**src/rtl/fetch_stage.sv**
```systemverilog
// Instruction-fetch front end: PC generation, in-order imem requests, and a small
// ring pairing each response with its PC before handing {pc, instr} to decode.
module fetch_stage #(
  parameter int unsigned      XLEN     = 32,
  parameter logic [XLEN-1:0]  RESET_PC = '0,
  parameter int unsigned      DEPTH    = 2
) (
  input  logic            clk_i,
  input  logic            reset_ni,
  output logic            imem_req_valid_o,
  input  logic            imem_req_ready_i,
  output logic [XLEN-1:0] imem_req_addr_o,
  input  logic            imem_rsp_valid_i,
  input  logic [31:0]     imem_rsp_data_i,
  input  logic            redirect_valid_i,
  input  logic [XLEN-1:0] redirect_pc_i,
  output logic            id_valid_o,
  input  logic            id_ready_i,
  output logic [XLEN-1:0] id_pc_o,
  output logic [31:0]     id_instr_o
);

  localparam int unsigned     PtrW     = (DEPTH > 1) ? $clog2(DEPTH) : 1;
  localparam int unsigned     CntW     = $clog2(DEPTH + 1);
  localparam logic [CntW:0]   DepthSum = (CntW + 1)'(DEPTH);

  logic [XLEN-1:0] pc_q, pc_d;
  logic [CntW-1:0] cnt_q, cnt_d;    // allocated entries
  logic [CntW-1:0] pend_q, pend_d;  // allocated but not yet filled
  logic [CntW-1:0] drop_q, drop_d;  // wrong-path responses still to discard
  logic [PtrW-1:0] head_q, head_d;
  logic [PtrW-1:0] tail_q, tail_d;
  logic [PtrW-1:0] fill_q, fill_d;
  logic [DEPTH-1:0] filled_q, filled_d;

  logic [XLEN-1:0] slot_pc_q    [DEPTH];
  logic [31:0]     slot_instr_q [DEPTH];

  logic req_room;
  logic accept;
  logic xfer;
  logic rsp_fill;

  logic unused_redirect_lsb;
  assign unused_redirect_lsb = ^redirect_pc_i[1:0];

  // Request side uses only registered occupancy, never imem_req_ready_i.
  always_comb begin
    req_room         = ({1'b0, cnt_q} + {1'b0, drop_q}) < DepthSum;
    imem_req_valid_o = reset_ni && !redirect_valid_i && req_room;
    imem_req_addr_o  = pc_q;
    id_valid_o       = reset_ni && filled_q[head_q];
    id_pc_o          = slot_pc_q[head_q];
    id_instr_o       = slot_instr_q[head_q];
  end

  assign accept   = imem_req_valid_o && imem_req_ready_i;
  assign xfer     = id_valid_o && id_ready_i;
  assign rsp_fill = imem_rsp_valid_i && (drop_q == '0) && !redirect_valid_i;

  always_comb begin
    pc_d     = pc_q;
    cnt_d    = cnt_q;
    pend_d   = pend_q;
    drop_d   = drop_q;
    head_d   = head_q;
    tail_d   = tail_q;
    fill_d   = fill_q;
    filled_d = filled_q;
    if (redirect_valid_i) begin
      // Every unfilled entry becomes a response to discard; a same-cycle response
      // retires one of them immediately.
      pc_d     = {redirect_pc_i[XLEN-1:2], 2'b00};
      cnt_d    = '0;
      pend_d   = '0;
      head_d   = '0;
      tail_d   = '0;
      fill_d   = '0;
      filled_d = '0;
      drop_d   = drop_q + pend_q - CntW'(imem_rsp_valid_i);
    end else begin
      if (accept) begin
        filled_d[tail_q] = 1'b0;
        tail_d           = tail_q + PtrW'(1);
        pc_d             = pc_q + XLEN'(4);
      end
      if (imem_rsp_valid_i) begin
        if (drop_q != '0) begin
          drop_d = drop_q - CntW'(1);
        end else begin
          filled_d[fill_q] = 1'b1;
          fill_d           = fill_q + PtrW'(1);
        end
      end
      if (xfer) begin
        filled_d[head_q] = 1'b0;
        head_d           = head_q + PtrW'(1);
      end
      cnt_d  = cnt_q + CntW'(accept) - CntW'(xfer);
      pend_d = pend_q + CntW'(accept) - CntW'(rsp_fill);
    end
  end

  always_ff @(posedge clk_i) begin
    if (!reset_ni) begin
      pc_q     <= RESET_PC;
      cnt_q    <= '0;
      pend_q   <= '0;
      drop_q   <= '0;
      head_q   <= '0;
      tail_q   <= '0;
      fill_q   <= '0;
      filled_q <= '0;
    end else begin
      pc_q     <= pc_d;
      cnt_q    <= cnt_d;
      pend_q   <= pend_d;
      drop_q   <= drop_d;
      head_q   <= head_d;
      tail_q   <= tail_d;
      fill_q   <= fill_d;
      filled_q <= filled_d;
    end
  end

  // Payload storage needs no reset; validity lives in filled_q.
  always_ff @(posedge clk_i) begin
    if (accept) begin
      slot_pc_q[tail_q] <= pc_q;
    end
    if (rsp_fill) begin
      slot_instr_q[fill_q] <= imem_rsp_data_i;
    end
  end

endmodule

```
**config.mk**
```make
export PLATFORM = sky130hd
export DESIGN_NAME = fetch_stage
export DESIGN_NICKNAME = d
export VERILOG_FILES = /design/src/rtl/fetch_stage.sv
export SDC_FILE = /design/constraint.sdc
export NUM_CORES = 1
export LEC_CHECK = 0
export CORE_MARGIN = 2
export CORE_UTILIZATION = 30
export DETAILED_ROUTE_END_ITERATION = 7
export PLACE_DENSITY_LB_ADDON = 0.12
export SETUP_SLACK_MARGIN = 0.15
export SYNTH_ARGS = -nofsm -noshare
export SYNTH_HDL_FRONTEND = slang
export SYNTH_SLANG_ARGS = --single-unit
export TNS_END_PERCENT = 10
```
**constraint.sdc**
```tcl
create_clock -name clk_i -period 4.6 [get_ports clk_i]
set_input_delay 1.38 -clock clk_i [delete_from_list [all_inputs] [get_ports clk_i]]
set_output_delay 1.38 -clock clk_i [all_outputs]
set_load 0.05 [all_outputs]
```
Yosys cells after proc, flatten, opt, wreduce, memory -nomap -nowiden. Memories as Yosys holds them, arrays and structs flattened. A register that Yosys moved wholly into a read port is not among the register bits. Index checks and enable logic that the tools add are counted.

Flip-flop bits (word level): 43. Memories kept: 2. Output and inout bits: 98. Word-level logic and storage cells: 83. Bits of input ports: 70. Memory bits (writable): 128.

Reductions and logical operators: 19. $lt $le $gt $ge: 7. $add $sub $neg: 12. Bitwise logic cells: 7. Muxes and demuxes: 27.

Memories: slot_instr_q (words 2, width 32, rd ports 1, clocked after Yosys merged registers in 1, write ports 1, line 37) `logic [31:0] slot_instr_q [DEPTH];`; slot_pc_q (words 2, width 32, rd ports 1, clocked after Yosys merged registers in 1, write ports 1, line 36) `logic [XLEN-1:0] slot_pc_q [DEPTH];`.

Operators by type and width (number): $mux 32 (2); $add 32x3->32 const B (1); $mux 2 (9); $mux 1 (13); $logic_and 1x1->1 (10); $reduce_bool 2->1 (4); $lt 1x2->1 const B (3); $sub 2x1->2 (3); $add 2x1->2 (2); $and 2x2->2 (2); $not 2->2 (2); $reduce_and 2->1 (2); $add 1x1->1 const B (3); $add 2x2->3 (1); $demux 1 s1 (3); $ge 1x1->1 const B (3); $lt 3x2->1 const B (1); $add 2x2->2 (1); $logic_not 2->1 (1); $not 1->1 (2); $or 2x2->2 (1); $reduce_or 2->1 (1); $sub 2x1->2 const B (1); $logic_not 1->1 (1).

Depth between registers and ports, before layout.
Depth in word-level cells: 14. Depth in mapped cells: 13. Gate-level depth less buffers: 11.

Worst setup path after synthesis. OpenSTA, ideal clock, no wires.

Path kind: input to register. Start: input port redirect_valid_i. End: memory slot_instr_q[0][0] (enable). Stages on the path: 3. Data arrival time: 4.000 ns. Buffers on the path: 2. Data required time: 4.139 ns. Path slack: 0.139 ns. Path through: buf_2 > buf_1 > nor3_1.

Word-level cells in the longest chain between the ends: 4.

RTL lines: from (decl) (line 15) `input logic redirect_valid_i,`; $logic_not 1->1 (line 59) `assign rsp_fill = imem_rsp_valid_i && (drop_q == '0) && !redirect_valid_i;`; $logic_and 1x1->1 (line 59); $mux 1 (line 131) `if (rsp_fill) begin`; $mux 1 (implied by the code) (line 132) `slot_instr_q[fill_q] <= imem_rsp_data_i;`; to (decl) (line 37).

No other way between the ends.

Worst setup path in the final report.
Start: input port reset_ni. End: output port id_valid_o.

Word-level cells in the longest chain between the ends: 1.

RTL lines: from (decl) (line 9) `input logic reset_ni,`; $logic_and 1x1->1 (line 52) `id_valid_o = reset_ni && filled_q[head_q];`; to (decl) (line 17) `output logic id_valid_o,`.

No other way between the ends.

==> flow_results.org <==
** Clocking
- Root Buffer :: clkbuf_16
- For this design, the CTS-stage hold fixing added 0 buffers.
- Post-CTS sizing :: 0
- The longest clock path from root to sink contains 2 buffers.
- Clock latency at the later pin of the worst-skew pair :: 0.42 ns
- Once the clock tree was built, the setup fixing pass inserted 0 buffers.
- Clock Pin Slew Worst Setup and Hold Paths :: 0.07 ns
- Number of buffers created by CTS :: 17
- The H-tree generated during clock tree synthesis spans 4 levels.
- Clk sinks :: 166
- Clock tree from TritonCTS :: built

** Outcome
- Result of the run :: finished clean

** Global routing
- The first global-routing pass estimated 26,300 um of wire.
- The initial antenna violation count was 0.
- The number of global-route vias before repair came to 4,641.
- Maximum number of pins on one net before global-route repair :: 38
- Total grt overflow :: 0
- Tot GR Track Use :: 14.3%

** Die
- Number of rows in the core area :: 55
- The die is 156 um wide.
- The core region is 0.0226 mm^2.
- Die area :: 0.0244 mm^2
- In this run the count of I/O pins placed on the die edge is 168.
- For this configuration, the core starts out at a cell density of 30.6%.
- Vertical die dimension :: 156 um

** STA
- Minimum setup slack in the final design :: 0.545 ns
- Slew Limit Fails :: 0
- The final number of hold-violating endpoints is 0.
- Final setup skew :: 0.0128 ns
- The worst path uses 88.2% of the clock period.
- Adding up every negative setup slack in the final design gives 0 ns.
- Top achievable clock speed :: 247 MHz
- Unrepaired setup endpoints after global routing :: false
- Transition time of the tightest slew-check pin :: 0.872 ns
- Tightest slew margin relative to the limit :: 41.6%
- Fin crit period :: 4.06 ns
- Final setup vio count :: 0

** Setup path
- Critical Path RT :: 3.22 ns
- The largest single stage delay on the critical path is 0.53 ns.
- STA classifies the critical path endpoint as an output pin.
- Arrival @ worst endpoint :: 2.68 ns
- Startpoint-to-endpoint class of the critical path :: primary input to output pin
- Ordered cell list for the critical path :: clkdlybuf4s50_1, buf_4, nor2b_1, buf_12
- Along the worst path, the maximum fanout reaches 13.
- Crit path max-delay cell type :: clkdlybuf4s50_1
- STA classifies the critical path startpoint as a primary input.

** Power and ir drop
- In this run switching power makes up 27.5% of total power.
- Of the total power, combinational logic draws 13.9%.
- Total power divided by cell area :: 384 mW/mm^2
- Cell internal power was estimated by the tool at 2.66 mW.
- For this design the total switching power over the nets is 1.01 mW.
- Part of the total power dissipated in the clock network :: 39.0%
- Registers are responsible for 47.1% of the overall power.
- Total leakage power :: 3.32 nW
- Worst supply voltage drop on vdd :: 0.213 mV

** Placed design
- Port buffering added 161 buffers.
- The congestion estimate from routability-driven global placement came to 0.792.
- The HPWL after detailed placement is 11,700 um.
- Timing analysis after detailed placement gives a worst setup slack of 0.574 ns.

** Layout
- Number of fill cells :: 2,110
- Most frequent cells in the layout :: 159 x clkdlybuf4s50_1, 124 x edfxtp_1, 64 x mux2_2
- The number of antenna diodes in the final layout is 0.
- Final #Nets :: 746
- Relative to the synthesized area, the layout overhead comes to 37.5%.
- Most common library cell in the layout ignoring fill and taps :: clkdlybuf4s50_1
- In the final layout, the share of cells above drive strength 1 is 18.1%.

** Yosys
- The synthesized netlist contains 47 unique library cells.
- The synthesized netlist occupies a cell area of 0.00694 mm^2.
- Of all flip-flops after synthesis, the portion carrying an async set or reset was 0%.
- Number of synthesized register bits :: 166
- Synthesis produced 495 cells.
- For this run, the leading register cell type out of synthesis is edfxtp_1.
- The Yosys step of the flow raised 0 warnings.
- Each instance of the synthesized netlist takes up on average 14.0 um^2.
- Post-synthesis sequential area ratio :: 65.8%
- Number of enable flip-flop cells after synthesis :: 124

** Route
- Via Count :: 4,552
- After the first detailed-routing iteration, the DRC count stood at 244.
- The first TritonRoute pass finished after 4 iterations.
- In this run the remaining antenna-violating nets after routing total 0.
- The final layout contains routed wiring with a total length of 17,000 um.
- Mean number of vias per cell :: 4.72
- Avg WL per Cell :: 17.7 um
- For this run, design rule violations remaining after detail routing come to 0.

** Worst hold path
- The tightest min-delay check is of the register to register type.

** Job
- The tool flagged a number of max-cap violations equal to 0.
-- flip-flops by register name, indices dropped and copies added, names as in the netlist, named ones only --
register and flops:
tail_q 1, slot_pc_q 60, slot_instr_q 64, imem_req_addr_o 30
filled_q 2, head_q 1, fill_q 1, cnt_q 2
drop_q 2, pend_q 2
-- cells in the mapped netlist (2+ instances only) --
cell type,number,share of area [%]
nand4_1,20,1.8
xnor2_1,13,1.6
nand2_1,30,1.6
o211a_1,2,0.29
a21boi_0,5,0.54
nor3_4,2,0.47
a21oi_1,12,0.87
and2_1,11,0.99
buf_2,2,0.14
o21a_1,6,0.65
a211oi_1,3,0.32
nor4_1,3,0.27
dfxtp_1,42,12
a22o_1,2,0.25
o21ai_0,27,1.9
a32oi_1,2,0.25
nor2b_1,3,0.27
nor2_1,24,1.3
nand3_1,9,0.65
and3_2,2,0.22
and3_1,5,0.45
clkbuf_1,16,0.87
edfxtp_1,124,54
inv_1,10,0.54
buf_4,5,0.54
mux2i_1,3,0.43
nor3_1,7,0.50
mux2_2,64,10
ha_1,8,1.4
xor2_1,16,2.0
-- cell type report --
class	count	area (um^2)	share of cell area, %
clock buffer	17	425	4.46
clock inverter	15	178	1.86
inverter	10	37.5	0.393
multi-input combinational	297	2240	23.5
sequential	166	4570	47.8
tap	285	357	3.74
timing repair buffer	175	1740	18.2
-- per-layer routing --
layer	GRT usage, %	up-vias	part of all wire [%]
li1	-	2197	-
met1	18.6	2221	45
met2	23.9	124	49
met3	3.64	10	5.3
met4	3.67	0	0.86
met5	0	-	0
-- power groups by stage --
stage | Clock [mW] | Combinational (mW) | Sequential [mW]
2_1_floorplan | 0 | 0.258 | 1.80
3_3_place_gp | 0 | 0.508 | 1.75
3_5_place_dp | 0 | 0.515 | 1.76
4_1_cts | 1.47 | 0.517 | 1.72
5_1_grt | 1.54 | 0.543 | 1.73
6_report | 1.43 | 0.510 | 1.72
-- stage by stage --
step	instances	utilization (%)	hold WS (ns)	cell area [um^2]	power, mW
6_report	965	42.2	0.535	9540	3.66
5_1_grt	965	42.2	0.561	9540	3.81
4_1_cts	965	42.2	0.541	9540	3.71
3_5_place_dp	933	39.5	0.536	8940	2.27
3_3_place_gp	933	39.5	0.525	8940	2.26
2_1_floorplan	498	-	0.501	6960	2.06
-- final timing paths --
| path | cells past startpoint | to | startpoint | slack [ns] |
|---|---|---|---|---|
| worst min register to register | 0 | slot_pc_q[1][3] | imem_req_addr_o[3] | 0.53 |
| worst max-delay path | 4 | id_valid_o | reset_ni | 0.54 |
| worst max register to register | 11 | cnt_q[1] | drop_q[0] | 1.56 |
| worst min-delay path | 0 | slot_pc_q[1][3] | imem_req_addr_o[3] | 0.53 |
-- critical path, delay by kind of cell --
kind | cells | cell delay (ns)
buffers and inverters | 3 | 0.94
and+or+nand+nor | 1 | 0.34
-- cells by family (layout without fill, tap and decap cells) --
group / count (synthesis) / after routing / share of synthesized area (%)
flops: 166 / 166 / 65.8
fa+ha+maj: 9 / 9 / 1.73
compound gates: 64 / 64 / 5.75
mux: 67 / 67 / 10.8
buf+inv: 35 / 217 / 2.31
xor+xnor: 29 / 29 / 3.66
other cells: 1 / 4 / 0.0540
simple gates: 124 / 124 / 9.90
Note: power is estimated with default switching activity, not from simulation.
